==> src/rtl/card_pkg.sv <==
// Shared definitions for the card linked-list blocks: word layout, null address,
// default traversal limit and FSM state encoding.
package card_pkg;

   localparam int CARD_VALID_BIT = 31;
   localparam int CARD_SUIT_HI   = 21;
   localparam int CARD_SUIT_LO   = 20;
   localparam int CARD_VALUE_HI  = 19;
   localparam int CARD_VALUE_LO  = 16;
   localparam int CARD_NEXT_HI   = 9;
   localparam int CARD_NEXT_LO   = 0;

   localparam logic [9:0] NULL_ADDR         = 10'd0;
   localparam int         DEFAULT_MAX_CARDS = 52;

   typedef enum logic [2:0] {
      IDLE    = 3'd0,
      FETCH   = 3'd1,
      WAIT    = 3'd2,
      CHECK   = 3'd3,
      PRESENT = 3'd4,
      FINISH  = 3'd5
   } card_state_e;

   typedef struct packed {
      logic       valid;
      logic [1:0] suit;
      logic [3:0] value;
      logic [9:0] next;
   } card_word_t;

   // Unpacks a RAM word; bits outside the defined fields carry no meaning.
   function automatic card_word_t decode_card(input logic [31:0] word);
      card_word_t c;
      c.valid = word[CARD_VALID_BIT];
      c.suit  = word[CARD_SUIT_HI:CARD_SUIT_LO];
      c.value = word[CARD_VALUE_HI:CARD_VALUE_LO];
      c.next  = word[CARD_NEXT_HI:CARD_NEXT_LO];
      return c;
   endfunction

endpackage

==> src/rtl/card_list_reader_if.sv <==
// Card presentation handshake between the list reader (master) and its consumer (slave).
interface card_list_reader_if;

   logic       card_valid;
   logic       card_ready;
   logic [3:0] card_value;
   logic [1:0] card_suit;
   logic [9:0] card_addr;

   modport master (
      output card_valid,
      output card_value,
      output card_suit,
      output card_addr,
      input  card_ready
   );

   modport slave (
      input  card_valid,
      input  card_value,
      input  card_suit,
      input  card_addr,
      output card_ready
   );

endinterface

==> src/rtl/card_list_reader.sv <==
// Walks a linked list of card words held in a parent-owned 1024x32 RAM and
// presents each card over a valid/ready handshake, with a loop guard.
module card_list_reader
   import card_pkg::*;
#(
   parameter int MAX_CARDS = DEFAULT_MAX_CARDS
)
(
   input  logic                     clock,
   input  logic                     resetn,
   input  logic                     start,
   input  logic [9:0]               head_addr,
   output logic [9:0]               ram_address,
   input  logic [31:0]              ram_q,
   card_list_reader_if.master       card_bus,
   output logic                     busy,
   output logic                     done,
   output logic                     error,
   output logic [5:0]               count
);

   localparam logic [5:0] MAX_COUNT = 6'(MAX_CARDS);

   card_state_e state_r, state_s;

   logic [9:0] ram_address_r, ram_address_s;
   logic       card_valid_r,  card_valid_s;
   logic [3:0] card_value_r,  card_value_s;
   logic [1:0] card_suit_r,   card_suit_s;
   logic [9:0] card_addr_r,   card_addr_s;
   logic [9:0] next_r,        next_s;
   logic       busy_r,        busy_s;
   logic       done_r,        done_s;
   logic       error_r,       error_s;
   logic [5:0] count_r,       count_s;

   card_word_t word_s;
   logic       accept_s;
   logic       limit_s;

   assign word_s   = decode_card(ram_q);
   assign accept_s = card_valid_r & card_bus.card_ready;
   assign limit_s  = (count_r == MAX_COUNT);

   // State register.
   always_ff @(posedge clock or negedge resetn) begin
      if (!resetn) begin
         state_r <= IDLE;
      end else begin
         state_r <= state_s;
      end
   end

   // Next-state decode.
   always_comb begin
      state_s = state_r;
      case (state_r)
         IDLE: begin
            if (start) begin
               if (head_addr == NULL_ADDR) begin
                  state_s = FINISH;
               end else begin
                  state_s = FETCH;
               end
            end else begin
               state_s = IDLE;
            end
         end
         FETCH:   state_s = WAIT;
         WAIT:    state_s = CHECK;
         CHECK: begin
            if (!word_s.valid || limit_s) begin
               state_s = FINISH;
            end else begin
               state_s = PRESENT;
            end
         end
         PRESENT: begin
            if (accept_s) begin
               if (next_r == NULL_ADDR) begin
                  state_s = FINISH;
               end else begin
                  state_s = FETCH;
               end
            end else begin
               state_s = PRESENT;
            end
         end
         FINISH:  state_s = IDLE;
         default: state_s = IDLE;
      endcase
   end

   // Next values of the registered outputs and datapath.
   always_comb begin
      ram_address_s = ram_address_r;
      card_valid_s  = card_valid_r;
      card_value_s  = card_value_r;
      card_suit_s   = card_suit_r;
      card_addr_s   = card_addr_r;
      next_s        = next_r;
      busy_s        = busy_r;
      done_s        = 1'b0;
      error_s       = error_r;
      count_s       = count_r;
      case (state_r)
         IDLE: begin
            if (start) begin
               ram_address_s = head_addr;
               count_s       = 6'd0;
               error_s       = 1'b0;
               busy_s        = 1'b1;
            end else begin
               busy_s        = 1'b0;
            end
         end
         CHECK: begin
            // The loop guard wins over presenting: a list longer than the limit never shows the extra card.
            if (!word_s.valid || limit_s) begin
               error_s       = 1'b1;
            end else begin
               card_valid_s  = 1'b1;
               card_value_s  = word_s.value;
               card_suit_s   = word_s.suit;
               card_addr_s   = ram_address_r;
               next_s        = word_s.next;
            end
         end
         PRESENT: begin
            if (accept_s) begin
               card_valid_s  = 1'b0;
               count_s       = count_r + 6'd1;
               if (next_r != NULL_ADDR) begin
                  ram_address_s = next_r;
               end else begin
                  ram_address_s = ram_address_r;
               end
            end else begin
               card_valid_s  = 1'b1;
            end
         end
         FINISH: begin
            done_s = 1'b1;
            busy_s = 1'b0;
         end
         default: begin
            card_valid_s = card_valid_r;
         end
      endcase
   end

   // Output and datapath registers.
   always_ff @(posedge clock or negedge resetn) begin
      if (!resetn) begin
         ram_address_r <= 10'd0;
         card_valid_r  <= 1'b0;
         card_value_r  <= 4'd0;
         card_suit_r   <= 2'd0;
         card_addr_r   <= 10'd0;
         next_r        <= 10'd0;
         busy_r        <= 1'b0;
         done_r        <= 1'b0;
         error_r       <= 1'b0;
         count_r       <= 6'd0;
      end else begin
         ram_address_r <= ram_address_s;
         card_valid_r  <= card_valid_s;
         card_value_r  <= card_value_s;
         card_suit_r   <= card_suit_s;
         card_addr_r   <= card_addr_s;
         next_r        <= next_s;
         busy_r        <= busy_s;
         done_r        <= done_s;
         error_r       <= error_s;
         count_r       <= count_s;
      end
   end

   assign ram_address         = ram_address_r;
   assign card_bus.card_valid = card_valid_r;
   assign card_bus.card_value = card_value_r;
   assign card_bus.card_suit  = card_suit_r;
   assign card_bus.card_addr  = card_addr_r;
   assign busy                = busy_r;
   assign done                = done_r;
   assign error               = error_r;
   assign count               = count_r;

endmodule

==> src/flat_wrapper.sv <==
// flat-port wrapper written by rule: the top's interface ports become plain ports
module card_list_reader_flat import card_pkg::*;
#(
   parameter int MAX_CARDS = DEFAULT_MAX_CARDS
)
  (clock, resetn, start, head_addr, ram_address, ram_q, busy, done, error, count, card_bus_card_valid, card_bus_card_value, card_bus_card_suit, card_bus_card_addr, card_bus_card_ready);
  card_list_reader_if card_bus_i ();
  input  logic clock;
  input  logic resetn;
  input  logic start;
  input  logic [9:0] head_addr;
  output logic [9:0] ram_address;
  input  logic [31:0] ram_q;
  output logic busy;
  output logic done;
  output logic error;
  output logic [5:0] count;
  output wire logic [$bits(card_bus_i.card_valid)-1:0] card_bus_card_valid;
  output wire logic [$bits(card_bus_i.card_value)-1:0] card_bus_card_value;
  output wire logic [$bits(card_bus_i.card_suit)-1:0] card_bus_card_suit;
  output wire logic [$bits(card_bus_i.card_addr)-1:0] card_bus_card_addr;
  input wire logic [$bits(card_bus_i.card_ready)-1:0] card_bus_card_ready;
  assign card_bus_card_valid = card_bus_i.card_valid;
  assign card_bus_card_value = card_bus_i.card_value;
  assign card_bus_card_suit = card_bus_i.card_suit;
  assign card_bus_card_addr = card_bus_i.card_addr;
  assign card_bus_i.card_ready = card_bus_card_ready;
  card_list_reader #(.MAX_CARDS(MAX_CARDS)) u_core (.clock(clock), .resetn(resetn), .start(start), .head_addr(head_addr), .ram_address(ram_address), .ram_q(ram_q), .card_bus(card_bus_i), .busy(busy), .done(done), .error(error), .count(count));
endmodule
==> config.mk <==
export PLATFORM = sky130hd
export DESIGN_NAME = card_list_reader_flat
export DESIGN_NICKNAME = d
export VERILOG_FILES = /design/src/rtl/card_pkg.sv /design/src/rtl/card_list_reader_if.sv /design/src/rtl/card_list_reader.sv /design/src/flat_wrapper.sv
export SDC_FILE = /design/constraint.sdc
export NUM_CORES = 1
export LEC_CHECK = 0
export ABC_CLOCK_PERIOD_IN_PS = 1900
export CAP_MARGIN = 20
export CORE_MARGIN = 2
export CORE_UTILIZATION = 40
export CTS_CLUSTER_DIAMETER = 100
export DETAILED_ROUTE_END_ITERATION = 12
export GPL_ROUTABILITY_DRIVEN = 0
export PLACE_DENSITY = 0.8
export SLEW_MARGIN = 15
export SYNTH_ARGS = -nofsm -noshare
export SYNTH_HDL_FRONTEND = slang
export SYNTH_SLANG_ARGS = --single-unit
==> constraint.sdc <==
create_clock -name clock -period 1.9 [get_ports clock]
set_input_delay 0.285 -clock clock [delete_from_list [all_inputs] [get_ports clock]]
set_output_delay 0.285 -clock clock [all_outputs]
set_load 0.005 [all_outputs]
==> results of run 1 <==
==> metal layers <==
metal | track usage | part of all wire
met3 | 0.0453 | 0.057
met1 | 0.216 | 0.44
met4 | 0.0536 | 0.014
met5 | 0 | 0
met2 | 0.269 | 0.49
==> repair_timing <==
action                                  in CTS  in global routing
hold endpoints to repair                    21                  0
resized for setup                            0                  2
hold buffers                                 1                  0
endpoints found under the setup margin       0                 36
==> final timing paths <==
check / start / endpoint / slack, ns / cells after the start
min: resetn / u_core.count[5] / 0.49 / 2
max: u_core.state_r[0] / u_core.ram_address[4] / 0.09 / 5
min in group clock: u_core.error / u_core.error / 0.50 / 2
min reg2reg: u_core.error / u_core.error / 0.50 / 2
max reg2reg: u_core.state_r[0] / u_core.ram_address[4] / 0.09 / 5
max in group asynchronous: resetn / u_core.ram_address[0] / 0.88 / 3
==> metrics by stage <==
step / std cells / power (W) / setup WS (ns) / utilization
6_report: 324 / 0.00449 / 0.0925 / 0.611
5_1_grt: 324 / 0.00480 / 0.00240 / 0.611
4_1_cts: 324 / 0.00454 / 0.0280 / 0.609
3_5_place_dp: 315 / 0.00378 / -0.122 / 0.586
3_3_place_gp: 315 / 0.00371 / -0.0954 / 0.586
2_1_floorplan: 166 / 0.00273 / 0.0192 / -
==> where the power goes <==
| group | switching, W | internal (W) |
|---|---|---|
| Clock | 0.000346 | 0.000395 |
| Sequential | 0.000302 | 0.00152 |
| Combinational | 0.000658 | 0.00127 |
==> layout make-up <==
class                           count  area [um2]  area share
Sequential cell                    49        1230       0.388
Timing Repair Buffer               85         813       0.257
Clock buffer                        6        72.6      0.0230
Inverter                            5        18.8     0.00594
Clock inverter                      2        38.8      0.0123
Tap cell                           70        87.6      0.0277
Multi-Input combinational cell    107         903       0.286
==> cells in the final DEF, fill, tap and decap left out, types with 3 or more instances in the layout <==
cell type        synthesis  layout
nand2_1                  8       8
dfrtp_1                 49      49
xnor2_1                  3       3
inv_1                    5       5
clkbuf_8                 0       5
mux2_2                  46      46
buf_4                    0      17
nor4_1                   4       3
nor2_1                  10      10
clkdlybuf4s50_1          0      65
nor3_1                   3       3
o21ai_0                  5       5
==> registers in the layout, summed over array words and instances (netlist names) <==
register	count
u_core.card_bus.card_addr	10
u_core.next_r	10
u_core.ram_address	10
u_core.count	6
u_core.card_bus.card_value	4
u_core.state_r	3
u_core.card_bus.card_suit	2
u_core.busy	1
u_core.card_bus.card_valid	1
u_core.done	1
u_core.error	1
==> kinds of logic (layout without fill, tap and decap cells) <==
| family | after synthesis | after routing |
|---|---|---|
| compound gates | 17 | 17 |
| xor+xnor | 4 | 4 |
| fa+ha+maj | 2 | 2 |
| buf+inv | 10 | 98 |
| flops | 49 | 49 |
| mux | 46 | 46 |
| simple gates | 38 | 38 |
==> results.sh, run 1 <==
export IMPL_num_rows=26
export IMPL_avgSynthCellArea_um2=13.1
export IMPL_hold_ws_ns=0.493
export IMPL_status="complete, no violations"
export IMPL_syn_area_um2=2180
export IMPL_synth_mux_area_frac=0.238
export IMPL_cp_cell_sequence="or2_1 -> nor2_1 -> buf_4 -> mux2_2 -> mux2_2"
export IMPL_grtUsageTotal=0.166
export IMPL_drc_errors=0
export IMPL_drv_slew=0
export IMPL_crit_type="reg2reg"
export IMPL_critPathTopFamily="multiplexers"
export IMPL_fillers=413
export IMPL_slowest_delay_ns=0.40
export IMPL_diodes=0
export IMPL_place_port_buffers=66
export IMPL_firstDrtPassIters=4
export IMPL_syn_nets=214
export IMPL_crit_top_cell="mux2_2"
export IMPL_synth_top_family_by_area="multiplexers"
export IMPL_slew_headroom=0.637
export IMPL_synth_top_area_cell="dfrtp_1"
export IMPL_io_pins=82
export IMPL_nNetsFinal=301
export IMPL_synth_compound_area_frac=0.0506
export IMPL_hold_viol_final=0
export IMPL_pwr_density_cell_nw_per_um2=1420
export IMPL_synthCells=166
export IMPL_htreeDepth=2
export IMPL_syn_to_final_growth_pct=45.3
export IMPL_clk_latency_ns=0.30
export IMPL_grt_pass1_wl_um=7810
export IMPL_p_leak_nw=1.34
export IMPL_yosys_top_cells_count="49 x dfrtp_1, 46 x mux2_2, 10 x nor2_1"
export IMPL_postRouteAntennaNets=0
export IMPL_cts_sinks=49
export IMPL_async_flop_share=1.00
export IMPL_root_buffer="clkbuf_8"
export IMPL_overflow=0
export IMPL_synth_fa_ha_area_frac=0.0115
export IMPL_worstPathRequired_ns=2.09
export IMPL_fin_crit_sh=0.951
export IMPL_cts_tree="done"
export IMPL_slowest_stage="dfrtp_1"
export IMPL_setup_violations=0
export IMPL_clockBufferDepth=2
export IMPL_fmax_mhz=553
export IMPL_synth_most_common_cell="dfrtp_1"
export IMPL_maxCapViolations=0
export IMPL_min_period_ns=1.81
export IMPL_fin_area_um2=3160
export IMPL_die_w_um=77.8
export IMPL_numCtsBuffers=5
export IMPL_clk_pin_slew_worst_paths_ns=0.09
export IMPL_fin_skew_ns=0.00348
export IMPL_post_dp_cell_area_um2=3030
export IMPL_coreArea_um2=5170
export IMPL_tightest_slew_ns=0.545
export IMPL_drive_above_1_share=0.319
export IMPL_synth_cell_type_count=32
export IMPL_antenna_found_initial=0
export IMPL_ys_seq_area_frac=0.564
export IMPL_start_kind="register"
export IMPL_wl_per_cell_um=14.3
export IMPL_dieArea_um2=6050
export IMPL_die_height_um=77.8
export IMPL_synth_top_area_frac=0.564
export IMPL_drt_wl_total_um=4620
export IMPL_ir_worst_vdd_mv=0.853
export IMPL_synthXorXnorAreaFrac=0.0161
export IMPL_postCtsSetupBuffers=0
export IMPL_synth_warnings=0
export IMPL_vias=1585
export IMPL_fin_setup_tns_ns=0
export IMPL_crit_fanout=11
export IMPL_synthTopCellsByArea="dfrtp_1 56%, mux2_2 24%, nor2_1 1.7%"
export IMPL_hpwl_um=3460
export IMPL_synth_edff_count=0
export IMPL_vias_per_cell=4.89
export IMPL_cp_end_kind="register"
export IMPL_synth_ff_type="dfrtp_1"
export IMPL_grt_pass1_vias=1634
export IMPL_rsz0062_at_grt="false"
export IMPL_cp_arrival_ns=2.00
export IMPL_initial_core_util=0.421
export IMPL_yosys_register_bits=49
export IMPL_yosys_area_share_simple=0.0943
export IMPL_hold_class="in2async"
export IMPL_grt_max_degree=29
export IMPL_drt_iter0_drc=60
export IMPL_crit_buf_inv=1
Note: power is estimated with default switching activity, not from simulation.
==> run 2: changes to the inputs <==
--- a/config.mk
+++ b/config.mk
@@ -8,11 +8,13 @@
 export ABC_CLOCK_PERIOD_IN_PS = 1900
 export CAP_MARGIN = 20
 export CORE_MARGIN = 2
-export CORE_UTILIZATION = 40
+export CORE_UTILIZATION = 41
+export CTS_BUF_LIST = sky130_fd_sc_hd__clkbuf_8
 export CTS_CLUSTER_DIAMETER = 100
+export CTS_CLUSTER_SIZE = 24
 export DETAILED_ROUTE_END_ITERATION = 12
 export GPL_ROUTABILITY_DRIVEN = 0
-export PLACE_DENSITY = 0.8
+export PLACE_DENSITY = 0.81
 export SLEW_MARGIN = 15
 export SYNTH_ARGS = -nofsm -noshare
 export SYNTH_HDL_FRONTEND = slang
==> results.sh, run 2 (synthesized netlist as in run 1, its figures left out) <==
export IMPL_diodes=0
export IMPL_antenna_found_initial=0
export IMPL_layout_commonest_cell="clkdlybuf4s50_1"
export IMPL_cp_arrival_ns=1.98
export IMPL_fin_setup_tns_ns=0
export IMPL_die_height_um=76.9
export IMPL_hold_class="reg2reg"
export IMPL_finish_utilization=0.623
export IMPL_setup_violations=0
export IMPL_drc_errors=0
export IMPL_vias_per_cell=4.95
export IMPL_place_port_buffers=66
export IMPL_grt_pass1_wl_um=7800
export IMPL_numCtsBuffers=5
export IMPL_drt_wl_total_um=4640
export IMPL_p_leak_nw=1.35
export IMPL_vias=1610
export IMPL_die_w_um=76.9
export IMPL_fin_area_um2=3180
export IMPL_root_buffer="clkbuf_8"
export IMPL_place_ws_ns=-0.107
export IMPL_postCtsSetupBuffers=0
export IMPL_slew_headroom=0.613
export IMPL_hold_viol_final=0
export IMPL_fmax_mhz=559
export IMPL_crit_type="reg2reg"
export IMPL_num_rows=26
export IMPL_grt_max_degree=27
export IMPL_min_period_ns=1.79
export IMPL_dieArea_um2=5910
export IMPL_htreeDepth=2
export IMPL_post_dp_cell_area_um2=3050
export IMPL_cts_sinks=49
export IMPL_clockBufferDepth=2
export IMPL_hpwl_um=3440
export IMPL_drv_slew=0
export IMPL_postRouteAntennaNets=0
export IMPL_status="complete, no violations"
export IMPL_wl_per_cell_um=14.3
export IMPL_clk_pin_slew_worst_paths_ns=0.09
export IMPL_fin_skew_ns=0.00703
export IMPL_fin_crit_sh=0.941
export IMPL_clk_latency_ns=0.30
export IMPL_drt_iter0_drc=51
export IMPL_ir_worst_vdd_mv=0.803
export IMPL_pwr_density_cell_nw_per_um2=1420
export IMPL_syn_to_final_growth_pct=46.3
export IMPL_firstDrtPassIters=4
export IMPL_drive_above_1_share=0.325
export IMPL_worstPathRequired_ns=2.09
export IMPL_grtUsageTotal=0.167
export IMPL_setup_ws_ns=0.112
export IMPL_initial_core_util=0.426
export IMPL_nNetsFinal=302
export IMPL_final_cell_mix="65 x clkdlybuf4s50_1, 49 x dfrtp_1, 46 x mux2_2"
export IMPL_rsz0062_at_grt="false"
export IMPL_crit_fanout=11
export IMPL_start_kind="register"
export IMPL_cts_tree="done"
export IMPL_overflow=0
export IMPL_io_pins=82
export IMPL_tightest_slew_ns=0.581
export IMPL_cp_end_kind="register"
export IMPL_coreArea_um2=5110
export IMPL_grt_pass1_vias=1730
export IMPL_maxCapViolations=0
run 2: layout make-up:
type                       count  area (um2)
fill                         425        1920
clock buffer                   5        68.8
clock inverter                 3        46.3
sequential                    49        1230
tap                           70        87.6
multi-input combinational    107         903
inverter                       5        18.8
timing repair buffer          86         833
run 2: through the flow:
step	power, W	hold WS [ns]	std cells
after floorplan	0.00273	-0.0106	166
after global placement	0.00374	0.316	316
after detailed placement	0.00381	0.316	316
after CTS	0.00459	0.492	325
after global routing	0.00484	0.525	325
final	0.00454	0.485	325
run 2: worst paths after layout:
check	slack, ns	startpoint	end	cells after the start
setup / recovery	0.11	u_core.state_r[1]	u_core.ram_address[4]	5
hold / removal	0.48	u_core.error	u_core.error	2
setup reg to reg	0.11	u_core.state_r[1]	u_core.ram_address[4]	5
hold reg to reg	0.48	u_core.error	u_core.error	2
max in group asynchronous	0.86	resetn	u_core.next_r[2]	3
min in group asynchronous	0.50	resetn	u_core.count[2]	2
run 2: worst max-delay path, cell delays in order, from the launching register on:
cell     delay [ns]
dfrtp_1        0.39
or2_1          0.34
nor2_1         0.13
buf_4          0.21
mux2_2         0.35
mux2_2         0.26
run 2: report_power, final:
part | internal, W | total (W) | switching, W
logic | 0.00130 | 0.00197 | 0.000669
clock network | 0.000394 | 0.000748 | 0.000354
registers | 0.00152 | 0.00182 | 0.000304
total | 0.00321 | 0.00454 | 0.00133
run 2: metal layers:
| layer | vias up | global-route usage | wire [um] |
|---|---|---|---|
| met5 | - | 0 | 0 |
| met4 | 0 | 0.0491 | 58 |
| met3 | 6 | 0.0447 | 235 |
| met2 | 38 | 0.299 | 2310 |
| met1 | 798 | 0.195 | 2040 |
| li1 | 768 | - | - |
run 2: what timing repair did:
item | in CTS | in global routing
hold endpoints to repair | 23 | 0
endpoints found under the setup margin | 0 | 36
hold buffers | 1 | 0
resized for setup | 0 | 2
==> run 3: changes to the inputs <==
--- a/config.mk
+++ b/config.mk
@@ -5,8 +5,6 @@
 export SDC_FILE = /design/constraint.sdc
 export NUM_CORES = 1
 export LEC_CHECK = 0
-export ABC_CLOCK_PERIOD_IN_PS = 1900
-export CAP_MARGIN = 20
 export CORE_MARGIN = 2
 export CORE_UTILIZATION = 41
 export CTS_BUF_LIST = sky130_fd_sc_hd__clkbuf_8
==> results of run 3 <==
No change in the layout: final DEF, timing and power equal those of run 2.
